### src/rtl/uart_tx.sv
// UART transmitter: TX FIFO (or single holding register), baud prescaler with
// 16x/13x oversampling, and a framing FSM driving a registered serial line.
module uart_tx #(
    parameter int FIFO_DEPTH = 16
) (
    input  logic        apb_clk_in,
    input  logic        apb_rst_in,
    input  logic [7:0]  thr_in,
    input  logic        thr_wr_in,
    input  logic [1:0]  wls_in,
    input  logic        stb_in,
    input  logic        pen_in,
    input  logic        eps_in,
    input  logic        sp_in,
    input  logic        bc_in,
    input  logic [15:0] dlr_in,
    input  logic        osm_in,
    input  logic        fifoen_in,
    input  logic        txclr_in,
    input  logic        utrst_in,
    output logic        txd_out,
    output logic        thre_out,
    output logic        temt_out,
    output logic [4:0]  tx_level_out
);

    localparam int AW = (FIFO_DEPTH > 1) ? $clog2(FIFO_DEPTH) : 1;
    localparam int CW = $clog2(FIFO_DEPTH) + 1;

    typedef enum logic [2:0] {IDLE, START, DATA, PARITY, STOP} state_t;

    state_t         state;
    logic [7:0]     mem [FIFO_DEPTH];
    logic [AW-1:0]  rd_ptr, wr_ptr;
    logic [CW-1:0]  count, depth;
    logic           fifoen_q;
    logic           rst, clr, empty, full, push, pop;

    logic [15:0]    presc;
    logic           tick, last_tick;
    logic [5:0]     tick_cnt, tick_last, bit_last, stop_len, stop_last, ovs6;
    logic [2:0]     bit_idx, bit_last_idx;
    logic [7:0]     shreg, head, mask;
    logic [1:0]     wls_q;
    logic           pen_q, stb_q, par_q, par_calc, txd_q;
    logic [4:0]     ovs_q;

    assign rst   = apb_rst_in | ~utrst_in;
    assign clr   = txclr_in | (fifoen_in != fifoen_q);
    assign depth = fifoen_in ? CW'(FIFO_DEPTH) : CW'(1);
    assign empty = (count == '0);
    assign full  = (count >= depth);
    assign head  = mem[rd_ptr];

    assign tick      = (dlr_in != '0) && (presc >= dlr_in - 16'd1);
    assign ovs6      = {1'b0, ovs_q};
    assign bit_last  = ovs6 - 6'd1;
    assign stop_len  = !stb_q ? ovs6 : ((wls_q == 2'd0) ? ovs6 + (ovs6 >> 1) : ovs6 << 1);
    assign stop_last = stop_len - 6'd1;
    assign tick_last = (state == STOP) ? stop_last : bit_last;
    assign last_tick = tick && (tick_cnt == tick_last);
    assign bit_last_idx = {1'b0, wls_q} + 3'd4;

    // Pop either from idle or on the final stop tick, so frames chain without a gap.
    assign pop  = !empty && !clr && (dlr_in != '0) &&
                  ((state == IDLE) || (state == STOP && last_tick));
    assign push = thr_wr_in && !clr && (!full || pop);

    assign mask     = 8'hFF >> (2'd3 - wls_in);
    assign par_calc = sp_in ? ~eps_in : ((^(head & mask)) ^ ~eps_in);

    always_ff @(posedge apb_clk_in) begin
        if (push)
            mem[wr_ptr] <= thr_in;
    end

    always_ff @(posedge apb_clk_in) begin
        fifoen_q <= fifoen_in;
        if (rst || clr) begin
            rd_ptr <= '0;
            wr_ptr <= '0;
            count  <= '0;
        end else begin
            if (push)
                wr_ptr <= (wr_ptr == AW'(FIFO_DEPTH - 1)) ? '0 : wr_ptr + 1'b1;
            if (pop)
                rd_ptr <= (rd_ptr == AW'(FIFO_DEPTH - 1)) ? '0 : rd_ptr + 1'b1;
            if (push && !pop)
                count <= count + 1'b1;
            else if (!push && pop)
                count <= count - 1'b1;
        end
    end

    always_ff @(posedge apb_clk_in) begin
        if (rst) begin
            state    <= IDLE;
            txd_q    <= 1'b1;
            presc    <= '0;
            tick_cnt <= '0;
            bit_idx  <= '0;
            shreg    <= '0;
            wls_q    <= '0;
            pen_q    <= 1'b0;
            stb_q    <= 1'b0;
            par_q    <= 1'b0;
            ovs_q    <= 5'd16;
        end else begin
            if (dlr_in != '0)
                presc <= (pop || tick) ? '0 : presc + 16'd1;
            if (pop) begin
                shreg    <= head;
                wls_q    <= wls_in;
                pen_q    <= pen_in;
                stb_q    <= stb_in;
                par_q    <= par_calc;
                ovs_q    <= osm_in ? 5'd13 : 5'd16;
                tick_cnt <= '0;
                bit_idx  <= '0;
                txd_q    <= 1'b0;
                state    <= START;
            end else if (tick && state != IDLE) begin
                if (!last_tick) begin
                    tick_cnt <= tick_cnt + 6'd1;
                end else begin
                    tick_cnt <= '0;
                    unique case (state)
                        START: begin
                            state <= DATA;
                            txd_q <= shreg[0];
                        end
                        DATA: begin
                            if (bit_idx == bit_last_idx) begin
                                state <= pen_q ? PARITY : STOP;
                                txd_q <= pen_q ? par_q : 1'b1;
                            end else begin
                                bit_idx <= bit_idx + 3'd1;
                                shreg   <= shreg >> 1;
                                txd_q   <= shreg[1];
                            end
                        end
                        PARITY: begin
                            state <= STOP;
                            txd_q <= 1'b1;
                        end
                        default: begin
                            state <= IDLE;
                            txd_q <= 1'b1;
                        end
                    endcase
                end
            end
        end
    end

    assign txd_out      = txd_q & ~bc_in;
    assign thre_out     = empty;
    assign temt_out     = empty && (state == IDLE);
    assign tx_level_out = 5'(count);

endmodule
### config.mk
export PLATFORM = sky130hd
export DESIGN_NAME = uart_tx
export DESIGN_NICKNAME = d
export VERILOG_FILES = /design/src/rtl/uart_tx.sv
export SDC_FILE = /design/constraint.sdc
export NUM_CORES = 1
export LEC_CHECK = 0
export CAP_MARGIN = 20
export CORE_ASPECT_RATIO = 1.75
export CORE_MARGIN = 8
export CORE_UTILIZATION = 35
export CTS_CLUSTER_SIZE = 14
export DETAILED_ROUTE_END_ITERATION = 8
export HOLD_SLACK_MARGIN = 0.12
export SLEW_MARGIN = 40
export SYNTH_ARGS = -nofsm -noshare
export SYNTH_HDL_FRONTEND = slang
export SYNTH_SLANG_ARGS = --single-unit
### constraint.sdc
create_clock -name apb_clk_in -period 6.7 [get_ports apb_clk_in]
set_input_delay 1.005 -clock apb_clk_in [delete_from_list [all_inputs] [get_ports apb_clk_in]]
set_output_delay 1.005 -clock apb_clk_in [all_outputs]
set_load 0.02 [all_outputs]
# Word-level counts from Yosys, hierarchy flattened
# Memory sizes are Yosys's and may differ from the RTL's. A register that Yosys moved wholly into a read port is not among the register bits.
# Cells that the tools add are included.
dict set report word_totals {
  register_bits 61
  ramBits 128
  in_bits 38
  word_cells 124
  memories 1
}
# name depth width rd rd_clocked_by_memory_dff wr line
set mem_list {}
lappend mem_list {mem 16 8 1 1 1 33} ;# logic [7:0] mem [FIFO_DEPTH];
dict set report classes {
  n_addsub 13
  magnitude_cmp 2
  n_eq_ne 12
  shift 1
  mux 33
  bitwise 9
  reduce_logical 37
}
# cell count
set ops {}
lappend ops {{8-bit 2-to-1 mux} 5}
lappend ops {{6-bit 2-to-1 mux} 4}
lappend ops {{5-bit 2-to-1 mux} 4}
lappend ops {{16-bit by 1-bit adder with 16-bit output, second input constant} 1}
lappend ops {{16-bit >= comparator} 1}
lappend ops {{16-bit 2-to-1 mux} 1}
lappend ops {{4-bit 2-to-1 mux} 4}
lappend ops {{16-bit nonzero test} 1}
lappend ops {{16-bit by 1-bit subtractor with 16-bit output, second input constant} 1}
lappend ops {{1-bit logical AND} 12}
lappend ops {{1-bit 2-to-1 mux} 11}
lappend ops {{3-bit one-hot mux with 3 select lines} 1}
lappend ops {{4-bit by 1-bit adder with 4-bit output, second input constant} 2}
lappend ops {{8-bit AND} 1}
lappend ops {{4-bit == test, second input constant} 2}
lappend ops {{4-bit AND reduction} 2}
lappend ops {{2-bit nonzero test} 4}
lappend ops {{8-bit XOR reduction} 1}
lappend ops {{8-bit by 2-bit right shift with 8-bit output, first input constant} 1}
lappend ops {{5-bit by 4-bit adder with 6-bit output} 1}
lappend ops {{6-bit by 1-bit adder with 6-bit output, second input constant} 1}
lappend ops {{3-bit by 2-bit == test with 1-bit output, second input constant} 2}
lappend ops {{6-bit == test} 1}
lappend ops {{3-bit 2-to-1 mux} 2}
lappend ops {{other kinds (28)} 41}

# Depth between registers and ports, before layout
# Gate-level depths: netlist (run 1).
dict set report logic_depth {
  word_depth 16
  depth_mapped 24
  depth_no_buf 23
}

# Least setup slack after synthesis (run 1)
# Ideal clock, no wire load.
dict set report synth_timing {
  path_kind {input-to-reg}
  from {input port dlr_in[9]}
  to {register count[4] (netlist: tx_level_out[4])}
  setup_ns 0.070
  t_arrival_ns 5.569
  t_required_ns 6.630
  slack_ns 1.061
  path_stages 21
  path_cell_list {or3_1 > or4_1 > nor3_2 > and3_1 > xnor2_1 > ha_1 > nand2_1 > or3_1 > o221ai_1 > a31oi_1 > buf_2 > nor2_1 > inv_1 > ha_1 > inv_1 > ha_1 > a21o_1 > a21oi_1 > xnor2_1 > or3_1 > a21oi_1}
}
dict set report synth_between {
  elab_chain_cells 12
  elab_cells_between_ends 17
  classes_between {add/sub (1); order compare (1); mux (1); reduce/logical (14)}
}
# element line
set synth_lines {}
lappend synth_lines {{start, declared} 16} ;# input logic [15:0] dlr_in,
lappend synth_lines {{16-bit by 1-bit subtractor with 16-bit output} 55} ;# assign tick = (dlr_in != '0) && (presc >= dlr_in - 16'd1);
lappend synth_lines {{16-bit >= comparator} 55}
lappend synth_lines {{1-bit logical AND} 55}
lappend synth_lines {{1-bit logical AND} 61} ;# assign last_tick = tick && (tick_cnt == tick_last);
lappend synth_lines {{1-bit logical AND} 66} ;# ((state == IDLE) || (state == STOP && last_tick));
lappend synth_lines {{1-bit logical OR} 66}
lappend synth_lines {{1-bit logical AND *} 65} ;# assign pop = !empty && !clr && (dlr_in != '0) &&
lappend synth_lines {{1-bit logical OR} 67} ;# assign push = thr_wr_in && !clr && (!full || pop);
lappend synth_lines {{1-bit logical AND} 67}
lappend synth_lines {{1-bit logical NOT} 90} ;# else if (!push && pop)
lappend synth_lines {{1-bit logical AND} 90}
lappend synth_lines {{2-bit nonzero test (no line)} --}
lappend synth_lines {{end signal, assigned} 89} ;# count <= count + 1'b1;
lappend synth_lines {{end signal, assigned} 91} ;# count <= count - 1'b1;
lappend synth_lines {{end, declared} 35} ;# logic [CW-1:0] count, depth;
# Mark *: on every way between the ends. The rest lies on a longest branch, timed or not.
# A chain may end at the register's enable or synchronous reset.

# Worst setup path after layout (run 1)
dict set report layout_timing {
  from {input port dlr_in[3]}
  to {register count[4] (netlist: tx_level_out[4])}
}
dict set report layout_between {
  elab_chain_cells 12
  elab_cells_between_ends 17
  classes_between {add/sub (1); order compare (1); mux (1); reduce/logical (14)}
}
# element line
set layout_lines {}
lappend layout_lines {{16-bit by 1-bit subtractor with 16-bit output} 55}
lappend layout_lines {{16-bit >= comparator} 55}
lappend layout_lines {{1-bit logical AND} 55}
lappend layout_lines {{1-bit logical AND} 61}
lappend layout_lines {{1-bit logical AND} 66}
lappend layout_lines {{1-bit logical OR} 66}
lappend layout_lines {{1-bit logical AND *} 65}
lappend layout_lines {{1-bit logical OR *} 67}
lappend layout_lines {{1-bit logical AND *} 67}
lappend layout_lines {{via push} 37} ;# logic rst, clr, empty, full, push, pop;
lappend layout_lines {{1-bit logical NOT} 90}
lappend layout_lines {{1-bit logical AND} 90}
lappend layout_lines {{2-bit nonzero test (no line)} --}
# The timed path passes the listed nets; every way through them passes the cells marked *.

==> run_results.csv, run 1 <==
group,metric,value,unit
outcome,status,"finished, final reports clean",
setup_path,worstReg2RegEnd,"tx_level_out[4]",
cts,clk_path_buf_depth,2,
grt,grt_pass1_vias,6190,
drt,drc_errors,0,
cells_and_area,final_cell_area,10500,µm²
power,irDropWorstVdd,0.176,mV
grt,antenna_found_initial,0,
die,core_area,25800,µm²
setup_path,r2r_start,"state[2]",
hold_path,hold_class,"flip-flop to flip-flop",
setup_path,cp.arrival,6.27,ns
cells_and_area,final_cell_mix,"edfxtp_1, dfxtp_1, nor2_1, clkdlybuf4s50_1, a21oi_1",
sta,rsz0062_at_grt,"false",
cells_and_area,layout_commonest_cell,"edfxtp_1",
sta,period_minus_slack,5.91,ns
drt,viasPerCell,5.39,
cts,cts-resized-gates,0,
cts,clock_latency,0.44,ns
hold_path,hold_end,"bit_idx[2]",
logic_synthesis,ys_warn_count,0,
sta,finalCritPeriodShare,88.2,%
hold_path,holdPathStages,2,
logic_synthesis,synthArstFlopShare,0,%
setup_path,critical_path.endpoint_type,"flip-flop",
logic_synthesis,synth.avg_cell_area,12.8,µm²
sta,fmaxAchievable,169,MHz
sta,fin_setup_tns,0,ns
die,die_w,138,µm
place,gp_congestion,0.796,
drt,wl_per_cell,18.9,µm
setup_path,rr_worst_depth,19,
grt,grt_overflow,0,
logic_synthesis,synth-seq-cells,190,
cts,clkTransAtPathRegs,0.07,ns
drt,detail_route.first_pass.iterations,5,
drt,first_iter_violations,405,
place,port-buffer-count,45,
power,leakagePower,3.41,nW
sta,slew_viol_final,0,
setup_path,ff2ff_setup_slack,1.98,ns
cts,cts.sink_count,190,
power,powerDensity,225,nW/µm²
sta,finClkSkew,0.0111,ns
logic_synthesis,synth-edff-count,128,
cts,cts-root-buf,"clkbuf_16",
setup_path,required,7.06,ns
grt,grtUsageTotal,13.3,%
cts,hold_buffers,0,
logic_synthesis,synthFlopType,"edfxtp_1",
die,dieArea,31700,µm²
setup_path,crit_type,"input pin to flip-flop",
die,start_util,35.4,%
flow_run,drv_cap,0,
drt,dr_total_vias,5885,
logic_synthesis,synth_cell_types,64,
grt,grt_first_pass_wirelength,33400,µm
logic_synthesis,yosysSeqAreaShare,55.7,%
drt,drt_wl_total,20700,µm
cts,post_cts_buffers,0,
logic_synthesis,synth_cells,715,
cts,numCtsBuffers,17,
sta,maxSlewHeadroom,43.8,%
hold_path,hp-start,"bit_idx[2]",
cells_and_area,diodes,0,
setup_path,start_kind,"input pin",
place,dpl.hpwl,14700,µm
cells_and_area,layout.nets,834,
setup_path,crit_fanout,9,
sta,finalSetupViolCount,0,
logic_synthesis,syn_area,9120,µm²
place,placedInstanceArea,9900,µm²
die,dieHeight,230,µm
die,top_level_ports,46,
logic_synthesis,synth_fp_nets,789,
cells_and_area,syn_to_final_growth,15.0,%
grt,grt_max_degree,32,
cts,htreeDepth,4,
cts,tritoncts,"done",
cells_and_area,drive_above_1_share,12.0,%
die,num_rows,78,
sta,hold_viol,0,
drt,ant_nets,0,
sta,tightest_slew,0.839,ns
## worst max-delay path, stage by stage
cell and delay [ns]:
clkdlybuf4s50_1 0.45, nor4_1 0.36, nor2b_1 0.36, nand2_1 0.18, nor3_1 0.21, xnor2_1 0.17, ha_1 0.27, a21oi_1 0.14
o21ai_0 0.09, a21o_1 0.18, a21oi_1 0.19, o221ai_1 0.18, a311oi_1 0.66, nor2_1 0.11, buf_4 0.18, ha_1 0.25
inv_1 0.14, ha_1 0.25, a21o_1 0.18, a21oi_1 0.16, xnor2_1 0.09, or3_1 0.31, a21oi_1 0.14
## sequential cells by signal (all words and copies together), names as in the netlist, 2 cells and up, named ones only
name and count:
bit_idx 3, shreg 8, tick_cnt 6, tx_level_out 5, ovs_q 2, mem 128, wls_q 2, rd_ptr 4
presc 16, wr_ptr 4, state 3
## how the worst max path moves through the flow
stage / start / cells after the start / end
final: dlr_in[3] / 23 / tx_level_out[4]
after global routing: dlr_in[3] / 23 / tx_level_out[4]
after detailed placement: dlr_in[3] / 23 / tx_level_out[4]
after floorplan: dlr_in[9] / 21 / tx_level_out[4]
after CTS: dlr_in[3] / 23 / tx_level_out[4]
after global placement: dlr_in[3] / 23 / tx_level_out[4]
## routing by layer
layer  vias to the layer above  part of all wire [%]  GRT usage, %
met5                         -                     0             0
met4                         0                   2.0          5.80
met3                        28                   2.7          2.24
met2                        96                    57          25.6
met1                      2939                    38          13.7
li1                       2822                     -             -
## synth_stat cells, types with 6 or more instances
| library cell | instances | area share, % |
|---|---|---|
| dfxtp_1 | 62 | 14 |
| mux2i_1 | 6 | 0.66 |
| and3_1 | 17 | 1.2 |
| mux4_2 | 35 | 8.6 |
| o21ai_0 | 27 | 1.5 |
| inv_1 | 23 | 0.95 |
| xnor2_1 | 24 | 2.3 |
| nor2_1 | 48 | 2.0 |
| a21oi_1 | 42 | 2.3 |
| nand2b_1 | 6 | 0.41 |
| a31oi_1 | 13 | 0.89 |
| nor2b_1 | 12 | 0.82 |
| nor3_1 | 7 | 0.38 |
| ha_1 | 35 | 4.8 |
| nand4_1 | 9 | 0.62 |
| o221ai_1 | 9 | 0.86 |
| or3_1 | 11 | 0.75 |
| nand3_1 | 40 | 2.2 |
| nand2_1 | 26 | 1.1 |
| clkbuf_1 | 15 | 0.62 |
| edfxtp_1 | 128 | 42 |
| xor2_1 | 22 | 2.1 |
| and2_1 | 12 | 0.82 |
## per-stage QoR
| stage | hold WS, ns | std cells | utilization [%] | setup slack (ns) | power, mW |
|---|---|---|---|---|---|
| final | 0.480 | 1092 | 40.7 | 0.788 | 2.36 |
| after global routing | 0.502 | 1092 | 40.7 | 0.236 | 2.43 |
| after CTS | 0.489 | 1091 | 40.7 | 0.824 | 2.38 |
| after detailed placement | 0.480 | 1060 | 38.4 | 0.382 | 1.37 |
| after global placement | 0.471 | 1060 | 38.4 | 0.487 | 1.37 |
| after floorplan | 0.448 | 715 | - | 1.06 | 1.32 |
## where the power goes
| group | internal, mW | switching [mW] |
|---|---|---|
| sequential | 1.25 | 0.00199 |
| combinational | 0.0423 | 0.0487 |
| clock | 0.555 | 0.457 |
| total | 1.85 | 0.508 |
## kinds of logic after synthesis
kind of cell    Yosys count  share of synthesized area (%)
simple gates            218                           13.4
flops                   190                           55.7
compound gates          129                           8.94
buf+inv                  53                           2.66
xor+xnor                 48                           4.91
mux                      41                           9.30
fa+ha+maj                36                           5.02
## final cells by class
type	instances	area, µm²
Clock buffer	17	425
Clock inverter	14	155
Timing Repair Buffer	56	537
Fill cell	2449	15300
Tap cell	320	400
Inverter	23	86.3
Multi-Input combinational cell	472	3800
Sequential cell	190	5090
No activity file was read; power rests on OpenSTA's default activity.
==> run 2: changes to the inputs <==
--- a/config.mk
+++ b/config.mk
@@ -8,10 +8,12 @@
 export CAP_MARGIN = 20
 export CORE_ASPECT_RATIO = 1.75
 export CORE_MARGIN = 8
-export CORE_UTILIZATION = 35
+export CORE_UTILIZATION = 54
 export CTS_CLUSTER_SIZE = 14
 export DETAILED_ROUTE_END_ITERATION = 8
 export HOLD_SLACK_MARGIN = 0.12
+export MAX_ROUTING_LAYER = met4
+export PLACE_DENSITY = 0.73
 export SLEW_MARGIN = 40
 export SYNTH_ARGS = -nofsm -noshare
 export SYNTH_HDL_FRONTEND = slang
==> run_results.csv, run 2 (synthesized netlist as in run 1, its figures left out) <==
group,metric,value,unit
sta,finClkSkew,0.0149,ns
cells_and_area,largest_register_ffs,128,
grt,grt_pass1_vias,6296,
cells_and_area,final_cell_mix,"edfxtp_1, dfxtp_1, nor2_1, clkdlybuf4s50_1, a21oi_1",
place,port-buffer-count,45,
die,start_util,54.6,%
sta,hold_viol,0,
hold_path,hold_class,"flip-flop to flip-flop",
drt,wl_per_cell,21.2,µm
setup_path,crit_top_cell,"a21oi_1",
cts,hold_buffers,0,
drt,drc_errors,0,
cts,cts-root-buf,"clkbuf_16",
cts,clock_latency,0.44,ns
sta,finalSetupViolCount,0,
setup_path,crit_family,"compound AO/OA/AOI/OAI gates",
setup_path,crit_fanout,8,
setup_path,r2r_start,"state[2]",
place,dpl.hpwl,14800,µm
flow_run,drv_cap,0,
grt,grt_overflow,0,
cts,tritoncts,"done",
die,top_level_ports,46,
place,gp_congestion,0.854,
cts,clk_path_buf_depth,2,
cells_and_area,diodes,0,
cts,clkTransAtPathRegs,0.08,ns
grt,grt_max_degree,32,
setup_path,crit_buf_inv,3,
cts,post_cts_buffers,0,
cells_and_area,syn_to_final_growth,13.5,%
sta,finalCritPeriodShare,90.8,%
grt,antenna_found_initial,0,
grt,grtUsageTotal,20.7,%
setup_path,slowest_delay,0.62,ns
outcome,status,"finished, final reports clean",
setup_path,cp.arrival,6.44,ns
cells_and_area,regMostFlops,"mem",
sta,maxSlewHeadroom,50.9,%
die,num_rows,63,
drt,ant_nets,0,
die,core_area,16700,µm²
die,dieArea,21500,µm²
sta,fin_setup_tns,0,ns
cells_and_area,layout.nets,833,
cells_and_area,largestRegisters,"mem: 128 flops, presc: 16 flops, shreg: 8 flops",
power,powerDensity,225,nW/µm²
hold_path,hp-start,"shreg[3]",
cells_and_area,final_core_util,62.0,%
place,placedInstanceArea,9780,µm²
die,dieHeight,188,µm
sta,fmaxAchievable,164,MHz
setup_path,ff2ff_setup_slack,1.84,ns
setup_path,path_cells,"clkdlybuf4s50_1, nor4_1, nor2b_1, nand2_1, nor3_1, xnor2_1, ha_1, a21oi_1, o21ai_0, a21o_1, a21oi_1, o221ai_1, buf_4, a311oi_1, nor2_1, ha_1, inv_1, ha_1, a21o_1, a21oi_1, xnor2_1, or3_1, a21oi_1",
drt,drt_wl_total,21100,µm
cts,cts-resized-gates,0,
setup_path,cp_slowest_cell,"a311oi_1",
sta,tightest_slew,0.729,ns
cts,numCtsBuffers,17,
setup_path,critical_path.endpoint_type,"flip-flop",
setup_path,worstReg2RegEnd,"tx_level_out[4]",
cells_and_area,drive_above_1_share,11.8,%
grt,grt_first_pass_wirelength,33100,µm
hold_path,hold_end,"shreg[2]",
drt,viasPerCell,6.09,
setup_path,start_kind,"input pin",
power,irDropWorstVdd,0.163,mV
cells_and_area,final_cell_area,10400,µm²
sta,slew_viol_final,0,
die,die_w,114,µm
sta,rsz0062_at_grt,"false",
drt,detail_route.first_pass.iterations,5,
drt,dr_total_vias,6078,
power,leakagePower,3.40,nW
setup_path,required,7.05,ns
cts,cts.sink_count,190,
hold_path,holdPathStages,2,
setup_path,crit_type,"input pin to flip-flop",
cts,htreeDepth,4,
cells_and_area,layout_commonest_cell,"edfxtp_1",
sta,period_minus_slack,6.09,ns
setup_path,rr_worst_depth,19,
drt,first_iter_violations,530,
[run 2: cell count changes in the layout (fill, tap and decap cells not counted), sizes merged]
cell,delta
bufinv,-2
clkinvlp,-1
clkinv,+3
buf,-1
[run 2: how the worst max path moves through the flow]
| stage | startpoint | end | slack [ns] | depth (start not counted) |
|---|---|---|---|---|
| final | dlr_in[3] | tx_level_out[4] | 0.61 | 23 |
| after global routing | dlr_in[3] | tx_level_out[4] | 0.1 | 23 |
| after CTS | dlr_in[3] | tx_level_out[4] | 0.64 | 23 |
| after detailed placement | dlr_in[3] | tx_level_out[4] | 0.21 | 23 |
| after global placement | dlr_in[3] | tx_level_out[4] | 0.51 | 23 |
| after floorplan | dlr_in[9] | tx_level_out[4] | 1.06 | 21 |
[run 2: final cells by class]
type | count | area, µm²
Clock inverter | 14 | 145
Sequential cell | 190 | 5090
Fill cell | 1289 | 6360
Multi-Input combinational cell | 472 | 3800
Timing Repair Buffer | 55 | 526
Clock buffer | 17 | 425
Tap cell | 227 | 284
Inverter | 23 | 86.3
[run 2: power by group]
group	switching [mW]	total [mW]	internal, mW
combinational	0.0502	0.0925	0.0424
clock	0.489	0.985	0.495
sequential	0.00196	1.25	1.25
[run 2: layer usage]
layer | vias up | track usage (%) | routed length (µm)
met3 | 54 | 2.80 | 735
met5 | - | - | 0
li1 | 2826 | - | -
met2 | 181 | 37.2 | 11900
met1 | 3017 | 21.0 | 7590
met4 | 0 | 11.6 | 911
[run 2: worst min-delay path, cell delays in order, from the launching register on]
cell and delay (ns):
dfxtp_1 0.31, nand3_1 0.06, a31oi_1 0.07
[run 2: stage by stage]
| step | hold slack [ns] | std cells | power (mW) | setup slack, ns |
|---|---|---|---|---|
| 2_1_floorplan | 0.448 | 715 | 1.32 | 1.06 |
| 3_3_place_gp | 0.462 | 967 | 1.37 | 0.514 |
| 3_5_place_dp | 0.482 | 967 | 1.37 | 0.211 |
| 4_1_cts | 0.494 | 998 | 2.34 | 0.636 |
| 5_1_grt | 0.502 | 998 | 2.39 | 0.0966 |
| 6_report | 0.496 | 998 | 2.33 | 0.615 |
